`src/rtl/mby_wm_pkt_mux_if.sv`:
```
// Bundle of the per-port beat inputs, the serialised output beat and the statistics
// of the white-model packet aggregator.
interface mby_wm_pkt_mux_if #(
  parameter int NUM_PORTS = 4,
  parameter int DATA_W    = 64,
  parameter int LEN_W     = 14
);
  localparam int BEAT_B = DATA_W / 8;
  localparam int PORT_W = (NUM_PORTS > 1) ? $clog2(NUM_PORTS) : 1;
  localparam int NB_W   = (BEAT_B > 1) ? $clog2(BEAT_B) : 1;

  logic [NUM_PORTS-1:0]        in_valid;
  logic [NUM_PORTS-1:0]        in_sop;
  logic [NUM_PORTS-1:0]        in_eop;
  logic [NUM_PORTS*DATA_W-1:0] in_data;
  logic [NUM_PORTS*NB_W-1:0]   in_nbytes;
  logic [NUM_PORTS-1:0]        in_ready;

  logic              out_valid;
  logic              out_ready;
  logic [DATA_W-1:0] out_data;
  logic              out_sop;
  logic              out_eop;
  logic [NB_W-1:0]   out_nbytes;
  logic [PORT_W-1:0] out_port;
  logic [LEN_W-1:0]  out_len;
  logic              out_err;
  logic [31:0]       stat_pkt_cnt;
  logic [15:0]       stat_err_cnt;

  modport master (
    output in_valid, in_sop, in_eop, in_data, in_nbytes, out_ready,
    input  in_ready, out_valid, out_data, out_sop, out_eop, out_nbytes,
           out_port, out_len, out_err, stat_pkt_cnt, stat_err_cnt
  );

  modport slave (
    input  in_valid, in_sop, in_eop, in_data, in_nbytes, out_ready,
    output in_ready, out_valid, out_data, out_sop, out_eop, out_nbytes,
           out_port, out_len, out_err, stat_pkt_cnt, stat_err_cnt
  );
endinterface

```
`src/rtl/mby_wm_pkt_mux.sv`:
```
// N-port packet aggregator: round-robin whole-packet arbitration into one registered
// output stream tagged with source port, byte length and error flag.
module mby_wm_pkt_mux #(
  parameter int NUM_PORTS     = 4,
  parameter int DATA_W        = 64,
  parameter int MAX_PKT_BYTES = 16383,
  parameter int LEN_W         = 14
) (
  input logic             clk,
  input logic             rst,
  mby_wm_pkt_mux_if.slave bus
);
  localparam int BEAT_B = DATA_W / 8;
  localparam int PORT_W = (NUM_PORTS > 1) ? $clog2(NUM_PORTS) : 1;
  localparam int NB_W   = (BEAT_B > 1) ? $clog2(BEAT_B) : 1;
  localparam int LW1    = LEN_W + 1;

  typedef enum logic {S_IDLE, S_LOCK} state_t;

  state_t            r_state;
  logic [PORT_W-1:0] r_grant, r_rr_ptr;
  logic [LEN_W-1:0]  r_acc;
  logic              r_err;
  logic              r_out_valid, r_out_sop, r_out_eop, r_out_err;
  logic [DATA_W-1:0] r_out_data;
  logic [NB_W-1:0]   r_out_nbytes;
  logic [PORT_W-1:0] r_out_port;
  logic [LEN_W-1:0]  r_out_len;
  logic [31:0]       r_pkt_cnt;
  logic [15:0]       r_err_cnt;

  logic                 w_out_free, w_sop_hit, w_drop_hit, w_act, w_take, w_drop, w_lock;
  logic [PORT_W-1:0]    w_sop_port, w_drop_port, w_cur, w_next_ptr;
  logic                 w_b_sop, w_b_eop, w_ovf, w_new_err;
  logic [DATA_W-1:0]    w_b_data;
  logic [NB_W-1:0]      w_b_nb;
  logic [LW1-1:0]       w_beat_bytes, w_sum;
  logic [LEN_W-1:0]     w_base, w_new_acc;
  logic [NUM_PORTS-1:0] w_in_ready;

  // Rotating sop search from rr_ptr; the lowest stray non-sop port is the drop candidate.
  always_comb begin
    int idx;
    // NOTE: every combinational output gets a default first so no latch is inferred.
    w_sop_hit   = 1'b0;
    w_sop_port  = '0;
    w_drop_hit  = 1'b0;
    w_drop_port = '0;
    idx         = 0;
    for (int k = NUM_PORTS - 1; k >= 0; k--) begin
      idx = int'(r_rr_ptr) + k;
      if (idx >= NUM_PORTS) idx = idx - NUM_PORTS;
      if (bus.in_valid[idx] && bus.in_sop[idx]) begin
        w_sop_hit  = 1'b1;
        w_sop_port = PORT_W'(idx);
      end
    end
    for (int p = NUM_PORTS - 1; p >= 0; p--) begin
      if (bus.in_valid[p] && !bus.in_sop[p]) begin
        w_drop_hit  = 1'b1;
        w_drop_port = PORT_W'(p);
      end
    end
  end

  assign w_lock     = (r_state == S_LOCK);
  // Reset also forces in_ready low, not just the registers.
  assign w_out_free = !rst && (!r_out_valid || bus.out_ready);
  assign w_act      = w_lock || w_sop_hit;
  assign w_cur      = w_lock ? r_grant : w_sop_port;
  assign w_drop     = !w_lock && !w_sop_hit && w_drop_hit && w_out_free;

  assign w_b_data = bus.in_data[w_cur*DATA_W +: DATA_W];
  assign w_b_nb   = bus.in_nbytes[w_cur*NB_W +: NB_W];
  assign w_b_sop  = bus.in_sop[w_cur];
  assign w_b_eop  = bus.in_eop[w_cur];
  assign w_take   = w_act && w_out_free && bus.in_valid[w_cur];

  always_comb begin
    w_in_ready = '0;
    for (int p = 0; p < NUM_PORTS; p++) begin
      w_in_ready[p] = (w_act && w_out_free && (w_cur == PORT_W'(p))) ||
                      (w_drop && (w_drop_port == PORT_W'(p)));
    end
  end

  // Length runs one bit wider than out_len so overflow is seen before saturating.
  assign w_beat_bytes = (w_b_eop && (w_b_nb != '0)) ? LW1'(w_b_nb) : LW1'(BEAT_B);
  assign w_base       = w_lock ? r_acc : '0;
  assign w_sum        = {1'b0, w_base} + w_beat_bytes;
  assign w_ovf        = (w_sum > LW1'(MAX_PKT_BYTES));
  assign w_new_acc    = w_ovf ? LEN_W'(MAX_PKT_BYTES) : w_sum[LEN_W-1:0];
  assign w_new_err    = (w_lock && (r_err || w_b_sop)) || w_ovf;
  assign w_next_ptr   = (w_cur == PORT_W'(NUM_PORTS - 1)) ? '0 : w_cur + PORT_W'(1);

  always_ff @(posedge clk or posedge rst) begin
    if (rst) begin
      r_state      <= S_IDLE;
      r_grant      <= '0;
      r_rr_ptr     <= '0;
      r_acc        <= '0;
      r_err        <= 1'b0;
      r_out_valid  <= 1'b0;
      r_out_sop    <= 1'b0;
      r_out_eop    <= 1'b0;
      r_out_err    <= 1'b0;
      r_out_data   <= '0;
      r_out_nbytes <= '0;
      r_out_port   <= '0;
      r_out_len    <= '0;
      r_pkt_cnt    <= '0;
      r_err_cnt    <= '0;
    end else begin
      if (w_take) begin
        r_out_valid  <= 1'b1;
        r_out_data   <= w_b_data;
        r_out_sop    <= !w_lock;
        r_out_eop    <= w_b_eop;
        r_out_nbytes <= w_b_nb;
        r_out_port   <= w_cur;
        r_out_len    <= w_new_acc;
        r_out_err    <= w_new_err;
        if (w_b_eop) begin
          r_state  <= S_IDLE;
          r_rr_ptr <= w_next_ptr;
          r_acc    <= '0;
          r_err    <= 1'b0;
        end else begin
          r_state <= S_LOCK;
          r_grant <= w_cur;
          r_acc   <= w_new_acc;
          r_err   <= w_new_err;
        end
      end else if (bus.out_ready) begin
        r_out_valid <= 1'b0;
      end
      if (r_out_valid && bus.out_ready && r_out_eop && (r_pkt_cnt != '1))
        r_pkt_cnt <= r_pkt_cnt + 32'd1;
      if (((w_take && w_b_eop && w_new_err) || w_drop) && (r_err_cnt != '1))
        r_err_cnt <= r_err_cnt + 16'd1;
    end
  end

  assign bus.in_ready     = w_in_ready;
  assign bus.out_valid    = r_out_valid;
  assign bus.out_data     = r_out_data;
  assign bus.out_sop      = r_out_sop;
  assign bus.out_eop      = r_out_eop;
  assign bus.out_nbytes   = r_out_nbytes;
  assign bus.out_port     = r_out_port;
  assign bus.out_len      = r_out_len;
  assign bus.out_err      = r_out_err;
  assign bus.stat_pkt_cnt = r_pkt_cnt;
  assign bus.stat_err_cnt = r_err_cnt;
endmodule
```
`src/flat_wrapper.sv`:
```
// flat-port wrapper written by rule: the top's interface ports become plain ports
module mby_wm_pkt_mux_flat 
#(
  parameter int NUM_PORTS     = 4,
  parameter int DATA_W        = 64,
  parameter int MAX_PKT_BYTES = 16383,
  parameter int LEN_W         = 14
)
  (clk, rst, bus_in_valid, bus_in_sop, bus_in_eop, bus_in_data, bus_in_nbytes, bus_out_ready, bus_in_ready, bus_out_valid, bus_out_data, bus_out_sop, bus_out_eop, bus_out_nbytes, bus_out_port, bus_out_len, bus_out_err, bus_stat_pkt_cnt, bus_stat_err_cnt);
  mby_wm_pkt_mux_if #(.NUM_PORTS(NUM_PORTS), .DATA_W(DATA_W), .LEN_W(LEN_W)) bus_i ();
  input logic clk;
  input logic rst;
  input wire logic [$bits(bus_i.in_valid)-1:0] bus_in_valid;
  input wire logic [$bits(bus_i.in_sop)-1:0] bus_in_sop;
  input wire logic [$bits(bus_i.in_eop)-1:0] bus_in_eop;
  input wire logic [$bits(bus_i.in_data)-1:0] bus_in_data;
  input wire logic [$bits(bus_i.in_nbytes)-1:0] bus_in_nbytes;
  input wire logic [$bits(bus_i.out_ready)-1:0] bus_out_ready;
  output wire logic [$bits(bus_i.in_ready)-1:0] bus_in_ready;
  output wire logic [$bits(bus_i.out_valid)-1:0] bus_out_valid;
  output wire logic [$bits(bus_i.out_data)-1:0] bus_out_data;
  output wire logic [$bits(bus_i.out_sop)-1:0] bus_out_sop;
  output wire logic [$bits(bus_i.out_eop)-1:0] bus_out_eop;
  output wire logic [$bits(bus_i.out_nbytes)-1:0] bus_out_nbytes;
  output wire logic [$bits(bus_i.out_port)-1:0] bus_out_port;
  output wire logic [$bits(bus_i.out_len)-1:0] bus_out_len;
  output wire logic [$bits(bus_i.out_err)-1:0] bus_out_err;
  output wire logic [$bits(bus_i.stat_pkt_cnt)-1:0] bus_stat_pkt_cnt;
  output wire logic [$bits(bus_i.stat_err_cnt)-1:0] bus_stat_err_cnt;
  assign bus_i.in_valid = bus_in_valid;
  assign bus_i.in_sop = bus_in_sop;
  assign bus_i.in_eop = bus_in_eop;
  assign bus_i.in_data = bus_in_data;
  assign bus_i.in_nbytes = bus_in_nbytes;
  assign bus_i.out_ready = bus_out_ready;
  assign bus_in_ready = bus_i.in_ready;
  assign bus_out_valid = bus_i.out_valid;
  assign bus_out_data = bus_i.out_data;
  assign bus_out_sop = bus_i.out_sop;
  assign bus_out_eop = bus_i.out_eop;
  assign bus_out_nbytes = bus_i.out_nbytes;
  assign bus_out_port = bus_i.out_port;
  assign bus_out_len = bus_i.out_len;
  assign bus_out_err = bus_i.out_err;
  assign bus_stat_pkt_cnt = bus_i.stat_pkt_cnt;
  assign bus_stat_err_cnt = bus_i.stat_err_cnt;
  mby_wm_pkt_mux #(.NUM_PORTS(NUM_PORTS), .DATA_W(DATA_W), .MAX_PKT_BYTES(MAX_PKT_BYTES), .LEN_W(LEN_W)) u_core (.clk(clk), .rst(rst), .bus(bus_i));
endmodule
```
`config.mk`:
```
export PLATFORM = sky130hd
export DESIGN_NAME = mby_wm_pkt_mux_flat
export DESIGN_NICKNAME = d
export VERILOG_FILES = /design/src/rtl/mby_wm_pkt_mux_if.sv /design/src/rtl/mby_wm_pkt_mux.sv /design/src/flat_wrapper.sv
export SDC_FILE = /design/constraint.sdc
export NUM_CORES = 1
export LEC_CHECK = 0
export CELL_PAD_IN_SITES_DETAIL_PLACEMENT = 1
export CELL_PAD_IN_SITES_GLOBAL_PLACEMENT = 2
export CORE_UTILIZATION = 24
export DETAILED_ROUTE_END_ITERATION = 12
export PLACE_DENSITY = 0.95
export SLEW_MARGIN = 15
export SYNTH_ARGS = -nofsm -noshare
export SYNTH_HDL_FRONTEND = slang
export SYNTH_SLANG_ARGS = --single-unit
```
`constraint.sdc`:
```
create_clock -name clk -period 9.9 [get_ports clk]
set_clock_uncertainty 0.1 [all_clocks]
set_input_delay 1.98 -clock clk [delete_from_list [all_inputs] [get_ports clk]]
set_output_delay 1.98 -clock clk [all_outputs]
set_load 0.05 [all_outputs]
```
==> impl_metrics.toml <==
[route]
antenna_violating_nets_post_route = 0
wl_mm = 38.3
dr.pass1.iters = 4
via_count = 9950
drcViolationCount = 0
route.detailed.vias_per_inst = 4.64
avgRoutedWirePerCell_microns = 17.9
dr.first_iter.drc_count = 302

[floorplanning]
fp.dieH_microns = 199
die_x_microns = 199
start_util_pct = 24.6
die_area_sq_mm = 0.0398
coreArea_sq_mm = 0.0380
rows = 71
ios = 422

[worst_setup_path]
worst_setup_path_start_kind = "primary input"
cp_cell_sequence = "clkdlybuf4s50_1 -> o211ai_1 -> a221oi_1 -> o31ai_4 -> inv_4 -> ha_1 -> a21oi_1 -> nor2_1 -> clkdlybuf4s50_1"
timing.setup.critical_path_class = "primary input to primary output"
worst_r2r_startpoint = "u_core.r_state$_DFFE_PP0P_"
worst_ep_required_time_ns = 7.82
critical_path.max_stage_delay_ns = 0.84
endpoint_kind_of_the_worst_setup_timing_path = "primary output"
critical_path_buf_inv_count = 3
worst-path-max-fanout = 70
rrSetupSlack_ns = 4.24
crit_path_top_delay_cell = "sky130_fd_sc_hd__clkdlybuf4s50_1"
cpLargestDelayFamily = "buffers and inverters"
arrival_ns = 5.42
crit_start = "bus_in_valid[3]"
critPathMostFrequentCell = "sky130_fd_sc_hd__clkdlybuf4s50_1"

[clocking]
post_cts.repair.setup_buffers = 0
htree_levels = 4
clk_tree_root_cell = "sky130_fd_sc_hd__clkbuf_16"
cts.path.max_buffers = 2
cts_tree = "built"
clk-insertion-delay-late_ns = 0.45
cts-buffers-inserted = 17
post_cts.resized_instances = 0
clk_pin_slew_worst_paths_ns = 0.06
post_cts_hold_buffer_count = 0
numClockSinks = 155

[place]
port_buffers = 421
dp_hpwl_mm = 29.3
routabilityCongestion = 0.829

[synthesis]
yosysWarningCount = 0
synth_sequential_area_ratio_pct = 41.5
ys_top_cells_by_area = "sky130_fd_sc_hd__dfrtp_1, sky130_fd_sc_hd__nand2_1, sky130_fd_sc_hd__a21oi_1"
ys_seq_elements = 155
fraction_of_synthesis_flops_using_an_asynchronous_set_or_reset_pin_pct = 100
postSynth.topFlopCell = "sky130_fd_sc_hd__dfrtp_1"
post-synth-top-count-cell = "sky130_fd_sc_hd__nand2_1"
synth_edf_count = 0
syn_inst = 1241
yosysTopAreaCellShare_pct = 41.5
syn-cell-area_sq_mm = 0.00935
netlist.top_cell.by_area = "sky130_fd_sc_hd__dfrtp_1"
synth_cell_types = 61
synthesized_area_per_cell_sq_um = 7.54
syn_nets = 1535
post_synth_top_cells = "sky130_fd_sc_hd__nand2_1, sky130_fd_sc_hd__a21oi_1, sky130_fd_sc_hd__dfrtp_1, sky130_fd_sc_hd__o21ai_0, sky130_fd_sc_hd__nor2_1"

[timing]
final_min_period_over_clock_period_pct = 75.8
relSlewSlack_pct = 27.7
timing.final.setup_violations = 0
final_hold_viol_count = 0
achievable-frequency_mhz = 133
post-route-min-period_ns = 7.50
tns_ns = 0
worst_slew_pin_slew_ns = 1.09
final-max-slew-violation-count = 0
grt_setup_unrepaired = "false"

[grt]
groute.layer.met2.usage_pct = 33.4
global_route_wire_length_before_repair_mm = 57.7
grt_antenna_before_repair = 5
routing_layer_with_the_top_usage_in_global_route = "met2"
via_count_of_the_first_global_routing_pass = 10301
gr_util_met3_pct = 4.95
global_route.usage.met1_pct = 22.3
grt_use_total_pct = 19.0
gr-total-overflow = 0
grt_start_max_net_pins = 98

[status]
status = "finished clean"

[pwr]
power_density_mw_per_mm2 = 289
design_power_total_mw = 4.19
leakagePower_nw = 6.30
irDropWorstVdd_uv = 220

[finish]
drive_above_1_share_pct = 4.79
syn_to_final_growth_pct = 55.0
final_nets = 1908

[min_path]
worstHoldStart = "u_core.bus.out_data[19]$_DFFE_PP0P_"
timing.hold.worst.class = "register to register"

[run]
max_cap_violations = 0
## per-layer routing
| metal | up-vias | routed length [microns] | part of all wire [%] |
|---|---|---|---|
| met4 | 0 | 709 | 1.9 |
| met2 | 259 | 19500 | 51 |
| met1 | 4762 | 16000 | 42 |
| met5 | - | 0 | 0 |
| met3 | 37 | 2140 | 5.6 |
| li1 | 4892 | - | - |
## flip-flops by register name (all words and copies together) (netlist names), 2 cells and up
register / count
u_core.bus.out_data: 64
u_core.bus.out_len: 14
u_core.bus.out_nbytes: 3
u_core.bus.out_port: 2
u_core.bus.stat_err_cnt: 16
u_core.bus.stat_pkt_cnt: 32
u_core.r_acc: 14
u_core.r_grant: 2
u_core.r_rr_ptr: 2
## worst paths after layout
kind                                                          end  cells past startpoint
setup / recovery                                  bus_in_ready[3]                      9
hold / removal                u_core.bus.out_data[19]$_DFFE_PP0P_                      2
setup reg to reg           u_core.bus.stat_err_cnt[1]$_DFFE_PP0P_                     18
hold reg to reg               u_core.bus.out_data[19]$_DFFE_PP0P_                      2
max in group asynchronous     u_core.bus.out_data[18]$_DFFE_PP0P_                      3
min in group asynchronous     u_core.bus.out_data[21]$_DFFE_PP0P_                      2
## layout by cell type (no fill, tap or decap), types with 8 or more instances in the layout
cell / n
sky130_fd_sc_hd__nand4_1: 16
sky130_fd_sc_hd__xor2_1: 30
sky130_fd_sc_hd__a21oi_1: 157
sky130_fd_sc_hd__nand3_1: 25
sky130_fd_sc_hd__o21ai_0: 84
sky130_fd_sc_hd__buf_4: 10
sky130_fd_sc_hd__dfrtp_1: 155
sky130_fd_sc_hd__clkdlybuf4s50_1: 421
sky130_fd_sc_hd__ha_1: 10
sky130_fd_sc_hd__mux2_2: 11
sky130_fd_sc_hd__inv_1: 18
sky130_fd_sc_hd__clkbuf_16: 17
sky130_fd_sc_hd__mux2i_1: 11
sky130_fd_sc_hd__nor2_1: 46
sky130_fd_sc_hd__nand2_1: 458
sky130_fd_sc_hd__and2_1: 12
sky130_fd_sc_hd__xnor2_1: 21
sky130_fd_sc_hd__a31oi_1: 8
sky130_fd_sc_hd__nor3_1: 12
## report_power, final
group | switching (mW) | total [mW] | internal (mW)
clock network | 0.302 | 0.627 | 0.325
registers | 0.123 | 0.938 | 0.814
logic | 1.79 | 2.62 | 0.831
## per-stage QoR
stage | setup WS, ns | hold slack [ns] | instances | utilization, % | instance area, sq um
after global placement | 2.30 | 0.357 | 2106 | 36.7 | 13900
after global routing | 2.12 | 0.407 | 2143 | 38.1 | 14500
after detailed placement | 2.13 | 0.364 | 2106 | 36.7 | 13900
after floorplan | 1.07 | 0.342 | 1241 | - | 9350
after CTS | 2.33 | 0.382 | 2138 | 38.1 | 14500
final | 2.40 | 0.377 | 2143 | 38.1 | 14500
## layout make-up
type                       count  area, sq um
fill                        4641        23500
multi-input combinational    988         5040
timing repair buffer         431         4290
sequential                   155         3880
tap                          511          639
clock buffer                  18          429
clock inverter                14          113
inverter                      21         88.8
antenna                        5         12.5
## worst register-to-register path: stages (launching register included)
cell	delay [ns]
sky130_fd_sc_hd__dfrtp_1	0.33
sky130_fd_sc_hd__buf_4	0.29
sky130_fd_sc_hd__mux2i_1	0.28
sky130_fd_sc_hd__o21ai_0	0.18
sky130_fd_sc_hd__o21ai_4	0.12
sky130_fd_sc_hd__buf_4	0.77
sky130_fd_sc_hd__mux2_2	0.47
sky130_fd_sc_hd__a21oi_1	0.42
sky130_fd_sc_hd__nor2_1	0.11
sky130_fd_sc_hd__ha_1	0.33
sky130_fd_sc_hd__nor2b_1	0.15
sky130_fd_sc_hd__o21ai_0	0.42
sky130_fd_sc_hd__a211oi_4	0.18
sky130_fd_sc_hd__o41ai_1	0.46
sky130_fd_sc_hd__a31oi_1	0.12
sky130_fd_sc_hd__o22ai_1	0.16
sky130_fd_sc_hd__buf_4	0.25
sky130_fd_sc_hd__nor2_1	0.10
sky130_fd_sc_hd__mux2_2	0.31
## cells by family (layout without fill, tap and decap cells)
kind of cell / count (synthesis) / in the layout / share of synthesized area, %
AOI/OAI and AO/OA: 285 / 285 / 16.8
xor gates and xnor gates: 51 / 51 / 4.78
adders and majority gates: 11 / 11 / 1.55
buffers and inverters: 98 / 484 / 4.66
DFF: 155 / 155 / 41.5
muxes: 24 / 24 / 2.77
other: 0 / 5 / 0
and+or+nand+nor: 617 / 617 / 28.0
No activity file was read; power rests on OpenSTA's default activity.
